## config.mk

```make
export PLATFORM = sky130hd
export DESIGN_NAME = proc_control_fsm_flat
export DESIGN_NICKNAME = d
export VERILOG_FILES = /design/src/rtl/proc_control_fsm_if.sv /design/src/rtl/proc_control_fsm.sv /design/src/flat_wrapper.sv
export SDC_FILE = /design/constraint.sdc
export NUM_CORES = 1
export LEC_CHECK = 0
export ABC_AREA = 1
export CAP_MARGIN = 20
export CORE_UTILIZATION = 35
export DETAILED_ROUTE_END_ITERATION = 12
export PLACE_DENSITY = 0.68
export SYNTH_ARGS = -nofsm -noshare
export SYNTH_HDL_FRONTEND = slang
export SYNTH_SLANG_ARGS = --single-unit
```

## constraint.sdc

```tcl
create_clock -name Clock -period 2.02 [get_ports Clock]
set_input_delay 0.404 -clock Clock [delete_from_list [all_inputs] [get_ports Clock]]
set_output_delay 0.404 -clock Clock [all_outputs]
set_load 0.005 [all_outputs]
```

## src/rtl/proc_control_fsm_if.sv

```systemverilog
// rtl/proc_control_fsm_if.sv - control-unit signal bundle between the sequencer (master) and the datapath (slave)
interface proc_control_fsm_if;
  logic       Run;
  logic [8:0] DIN;
  logic       Gnz;
  logic [7:0] Rout;
  logic       Gout;
  logic       DINout;
  logic [7:0] Rin;
  logic       Ain;
  logic       Gin;
  logic       AddSub;
  logic       Done;

  modport master (
    input  Run, DIN, Gnz,
    output Rout, Gout, DINout, Rin, Ain, Gin, AddSub, Done
  );

  modport slave (
    output Run, DIN, Gnz,
    input  Rout, Gout, DINout, Rin, Ain, Gin, AddSub, Done
  );
endinterface

```

## src/rtl/proc_control_fsm.sv

```systemverilog
// rtl/proc_control_fsm.sv - T0..T3 instruction sequencer for the 9-bit datapath; PROC_MVNZ_EN enables opcode 100 (mvnz)
module proc_control_fsm (
  input  logic                 Clock,
  input  logic                 Resetn,
  proc_control_fsm_if.master   bus
);

  typedef enum logic [1:0] {T0, T1, T2, T3} state_t;

  state_t     state;
  state_t     state_next;
  logic [8:0] ir;

  wire [2:0] opcode = ir[8:6];
  wire [2:0] rx     = ir[5:3];
  wire [2:0] ry     = ir[2:0];

  // Register i maps to bit 7-i, so R0 is the MSB.
  function automatic logic [7:0] reg_sel(input logic [2:0] idx);
    logic [7:0] onehot;
    onehot = 8'b1000_0000 >> idx;
    return onehot;
  endfunction

  always_ff @(posedge Clock or negedge Resetn) begin
    if (!Resetn) begin
      state <= T0;
      ir    <= 9'd0;
    end else begin
      state <= state_next;
      if (state == T0 && bus.Run)
        ir <= bus.DIN;
    end
  end

  always_comb begin
    state_next  = state;
    bus.Rout    = 8'd0;
    bus.Gout    = 1'b0;
    bus.DINout  = 1'b0;
    bus.Rin     = 8'd0;
    bus.Ain     = 1'b0;
    bus.Gin     = 1'b0;
    bus.AddSub  = 1'b0;
    bus.Done    = 1'b0;

    case (state)
      T0: begin
        if (bus.Run)
          state_next = T1;
      end
      T1: begin
        state_next = T0;
        case (opcode)
          3'b000: begin
            bus.Rout = reg_sel(ry);
            bus.Rin  = reg_sel(rx);
            bus.Done = 1'b1;
          end
          3'b001: begin
            bus.DINout = 1'b1;
            bus.Rin    = reg_sel(rx);
            bus.Done   = 1'b1;
          end
          3'b010, 3'b011: begin
            bus.Rout   = reg_sel(rx);
            bus.Ain    = 1'b1;
            state_next = T2;
          end
`ifdef PROC_MVNZ_EN
          3'b100: begin
            // Conditional move: when G is zero the instruction retires with no write.
            if (bus.Gnz) begin
              bus.Rout = reg_sel(ry);
              bus.Rin  = reg_sel(rx);
            end
            bus.Done = 1'b1;
          end
`endif
          default: begin
            bus.Done = 1'b1;
          end
        endcase
      end
      T2: begin
        bus.Rout   = reg_sel(ry);
        bus.Gin    = 1'b1;
        bus.AddSub = ir[6];
        state_next = T3;
      end
      T3: begin
        bus.Gout   = 1'b1;
        bus.Rin    = reg_sel(rx);
        bus.Done   = 1'b1;
        state_next = T0;
      end
      default: state_next = T0;
    endcase
  end

endmodule

```

## src/flat_wrapper.sv

```systemverilog
// flat-port wrapper written by rule: the top's interface ports become plain ports
module proc_control_fsm_flat 
  (Clock, Resetn, bus_Run, bus_DIN, bus_Gnz, bus_Rout, bus_Gout, bus_DINout, bus_Rin, bus_Ain, bus_Gin, bus_AddSub, bus_Done);
  proc_control_fsm_if bus_i ();
  input  logic Clock;
  input  logic Resetn;
  input wire logic [$bits(bus_i.Run)-1:0] bus_Run;
  input wire logic [$bits(bus_i.DIN)-1:0] bus_DIN;
  input wire logic [$bits(bus_i.Gnz)-1:0] bus_Gnz;
  output wire logic [$bits(bus_i.Rout)-1:0] bus_Rout;
  output wire logic [$bits(bus_i.Gout)-1:0] bus_Gout;
  output wire logic [$bits(bus_i.DINout)-1:0] bus_DINout;
  output wire logic [$bits(bus_i.Rin)-1:0] bus_Rin;
  output wire logic [$bits(bus_i.Ain)-1:0] bus_Ain;
  output wire logic [$bits(bus_i.Gin)-1:0] bus_Gin;
  output wire logic [$bits(bus_i.AddSub)-1:0] bus_AddSub;
  output wire logic [$bits(bus_i.Done)-1:0] bus_Done;
  assign bus_i.Run = bus_Run;
  assign bus_i.DIN = bus_DIN;
  assign bus_i.Gnz = bus_Gnz;
  assign bus_Rout = bus_i.Rout;
  assign bus_Gout = bus_i.Gout;
  assign bus_DINout = bus_i.DINout;
  assign bus_Rin = bus_i.Rin;
  assign bus_Ain = bus_i.Ain;
  assign bus_Gin = bus_i.Gin;
  assign bus_AddSub = bus_i.AddSub;
  assign bus_Done = bus_i.Done;
  proc_control_fsm u_core (.Clock(Clock), .Resetn(Resetn), .bus(bus_i));
endmodule
```

; ---- After elaboration in Yosys (flattened, before gate mapping)
; Index checks and enable logic that the tools add are counted.
[op_classes]
shift = 2
eq_ne = 7
n_mux = 16
reduce_logical = 5
[op_table]
columns = cell, n
row1 = 8-bit case mux with 2 select lines, 3
row2 = 8-bit by 3-bit >> shifter with 8-bit output (first input constant), 2
row3 = 1-bit two-way mux, 8
row4 = 8-bit two-way mux, 1
row5 = 2-bit case mux with 4 select lines, 1
row6 = 3-bit by 2-bit equality test with 1-bit output (second input constant), 2
row7 = 2-bit equality test (second input constant), 2
row8 = 2-bit two-way mux, 2
row9 = 2-bit OR reduction, 2
row10 = 3-bit by 1-bit equality test with 1-bit output (second input constant), 1
row11 = 3-bit zero test, 1
row12 = 2-bit by 1-bit equality test with 1-bit output (second input constant), 1
row13 = 2-bit zero test, 1
row14 = 2-bit != test (second input constant), 1
row15 = 1-bit case mux with 2 select lines, 1
row16 = 1-bit logical AND, 1
[word_totals]
reg_bits = 11
input_bits = 13
out_inout_bits = 22
word_cells = 32

; ---- Logic depth before layout (Yosys ltp)
[logic_depth]
word_depth = 4
ltp_mapped = 8
mapped_depth_nobuf = 8

; ---- Worst setup path before layout
; OpenSTA, ideal clock, no wires.
[synth_timing]
path_kind = reg2out
start = register with a tool-made name
end = output bus_Rout[1]
path_stages_with_launch = 7
required_ns = 1.616
slack_ns = 0.414
n_path_buf = 0
arrival_ns = 1.202
cell_sequence = dfrtp_1 > inv_1 > ha_1 > nand3_1 > inv_1 > nand3_1 > a21oi_1
[synth_rtl]
columns = element, line_no
row1 = end: declaration, flat_wrapper.sv:10  ; output wire logic [$bits(bus_i.Rout)-1:0] bus_Rout;

; ---- Final worst setup path
[layout_timing]
start = register u_core.state[0]
end = output bus_Rin[7]
[layout_via]
elab_chain_len = 2
word_cells_on_any_way = 3
classes_between = 2 x eq/ne / 1 x mux
[layout_rtl]
columns = element, line_no
row1 = start: declaration, proc_control_fsm.sv:10  ; state_t state;
row2 = start signal: assignment, proc_control_fsm.sv:30  ; state <= state_next;
row3 = 2-bit equality test or 2-bit by 1-bit equality test with 1-bit output (tied branches), proc_control_fsm.sv:47  ; case (state)
row4 = 8-bit case mux with 2 select lines (*), proc_control_fsm.sv:47
row5 = end: declaration, flat_wrapper.sv:13  ; output wire logic [$bits(bus_i.Rin)-1:0] bus_Rin;
; Mark *: on every way between the ends. The rest lies on a longest branch, timed or not.

==> results.sh <==
export IMPL_grt_max_degree=12
export IMPL_n_fill_cell=160
export IMPL_clockBufferDepth=2
export IMPL_drt_iter0_drc=25
export IMPL_netlist_instances=113
export IMPL_yosys_top_cells_count="a21oi_1, nor2_1, inv_1, nand3_1, dfrtp_1"
export IMPL_cts_buffers=3
export IMPL_rows=17
export IMPL_yosys_warnings=0
export IMPL_drc=0
export IMPL_core_area_sq_um=2190
export IMPL_hold_path_class="in -> async"
export IMPL_instances_no_fill=207
export IMPL_powerDensity_nw_per_um2=1460
export IMPL_final_cell_area_sq_um=1590
export IMPL_critPathLaunchType="flip-flop"
export IMPL_dp_cells=184
export IMPL_multiInputGateArea_sq_um=641
export IMPL_grt_total_usage_pct=24.7
export IMPL_hold_violations=0
export IMPL_dp_hpwl_mm=1.74
export IMPL_drive_above_1_share_pct=51.4
export IMPL_yosysSeqAreaShare_pct=34.2
export IMPL_violations="negative setup slack"
export IMPL_vdd_ir_drop_worst_uv=1010
export IMPL_n_antenna_cell=0
export IMPL_start_util_pct=36.8
export IMPL_slew_headroom_pct=64.2
export IMPL_total_power_mw=2.32
export IMPL_syn_to_final_growth_pct=97.2
export IMPL_fp_dieW_um=50.0
export IMPL_async_reset_ff_share_pct=100
export IMPL_rsz0062_at_grt="true"
export IMPL_wl_per_cell_um=14.3
export IMPL_regArea_sq_um=278
export IMPL_skew_ps=4.49
export IMPL_vias_per_cell=5.19
export IMPL_end_kind="primary output"
export IMPL_whs_ps=466
export IMPL_maxSlewViolCount=0
export IMPL_synth_distinct_cells=19
export IMPL_tightest_slew_ps=536
export IMPL_setup_viol=15
export IMPL_synthesis_area_sq_um=806
export IMPL_nets=198
export IMPL_status="complete, but fails checks"
export IMPL_syn_num_nets=131
export IMPL_overflow=0
export IMPL_cts_tree="done"
export IMPL_htree_levels=1
export IMPL_gp_congestion=0.787
export IMPL_period_share_pct=106
export IMPL_antenna_found_initial=0
export IMPL_die_h_um=50.0
export IMPL_yosys_most_used_dff="dfrtp_1"
export IMPL_first_pass_iters=4
export IMPL_cp_required_ps=1620
export IMPL_synth_seq_cells=11
export IMPL_max_freq_mhz=467
export IMPL_path_clk_slew_ps=80
export IMPL_routed_wl_mm=2.96
export IMPL_yosys_top_cells_area="dfrtp_1, a21oi_1, nand3_1, nor2_1, ha_1"
export IMPL_yosys_area_top_type="dfrtp_1"
export IMPL_yosysTopAreaCellShare_pct=34.2
export IMPL_leakage_nw=0.732
export IMPL_grt_pass1_vias=1039
export IMPL_grt_first_pass_wirelength_mm=4.62
export IMPL_critPathKind="reg -> out"
export IMPL_io_buffers=33
export IMPL_dieArea_sq_um=2500
export IMPL_maxCapViolCount=0
export IMPL_clock_latency_ps=280
export IMPL_io_pins=35
export IMPL_fin_util_pct=72.5
export IMPL_clock_sinks=11
export IMPL_synth_area_per_cell_sq_um=7.13
export IMPL_synth_edf_count=0
export IMPL_antenna_left=0
export IMPL_post_route_min_period_ps=2140
export IMPL_layout_setup_ws_ps=-121
export IMPL_place_area_sq_um=1240
export IMPL_cp_arrival_ps=1740
export IMPL_vias=1075
export IMPL_crit_fanout=5
export IMPL_root_buffer="clkbuf_4"
-- cell usage in the layout (no fill, tap or decap), drive strengths merged --
cell	count
o21ai	2
nand3	14
buf	42
clkdlybuf4s15	2
ha	5
a31oi	1
inv	15
nor2	18
nor3	3
or2	3
dlymetal6s2s	2
a21o	1
a21oi	18
nand2	10
mux2	1
dlygate4sd2	3
dfrtp	11
clkinv	2
clkdlybuf4s50	12
nor4	6
clkbuf	8
-- power by group --
group	internal, mW	switching [mW]	total, mW
combinational	0.804	0.852	1.66
sequential	0.332	0.169	0.501
clock	0.0768	0.0843	0.161
-- path summary, 6_finish.rpt --
path / end / from / slack, ps / cells after the start
max: bus_Rin[7] / u_core.state[0] / -120 / 7
min: u_core.ir[6] / Resetn / 470 / 1
max reg2reg: u_core.ir[7] / flip-flop / 510 / 6
min reg2reg: u_core.ir[1] / u_core.ir[1] / 590 / 2
max in group asynchronous: u_core.state[0] / Resetn / 1160 / 1
min in group Clock: u_core.ir[1] / u_core.ir[1] / 590 / 2
-- cell type report --
cell class                      instances  share of cell area, %
Clock buffer                            4                   1.65
Tap cell                               28                   2.20
Sequential cell                        11                   17.5
Inverter                               17                   4.65
Timing Repair Buffer                   65                   33.7
Multi-Input combinational cell         82                   40.3
-- state kept, by name (all words and copies together), names as in the netlist, named ones only --
name / flops
u_core.state: 1
u_core.ir: 9
-- cell families after synthesis --
| logic type | after synthesis | synth area share (%) |
|---|---|---|
| and+or+nand+nor | 54 | 30.9 |
| AOI/OAI and AO/OA | 22 | 14.1 |
| buffers and inverters | 20 | 11.6 |
| DFF | 11 | 34.2 |
| adders and majority gates | 5 | 7.76 |
| muxes | 1 | 1.40 |
-- critical path, cell delays in order, from the launching register on --
cell and delay, ps:
dfrtp_2 460, ha_4 190, buf_4 150, a21oi_4 250, buf_6 140, buf_4 100
nor4_2 30, buf_2 140
-- repair_timing --
item / CTS / global route
pin swaps: 11 / 13
hold endpoints to repair: 0 / 0
hold buffers: 0 / 0
gates resized for setup: 83 / 36
buffers inserted: 12 / 8
endpoints found under the setup margin: 21 / 19
-- metal layers --
layer,wire length [um],vias up,track usage (%)
met3,149,2,4.01
met2,1610,39,47.1
met4,19,0,8.10
li1,-,512,-
met5,0,-,0
met1,1190,522,26.8
-- metrics by stage --
step | setup WS [ps] | setup TNS, ps
6_report | -121 | -921
5_1_grt | -156 | -1690
4_1_cts | -165 | -1040
3_5_place_dp | -231 | -2500
3_3_place_gp | -136 | -1700
2_1_floorplan | 414 | 0
Note: power is estimated with default switching activity, not from simulation.
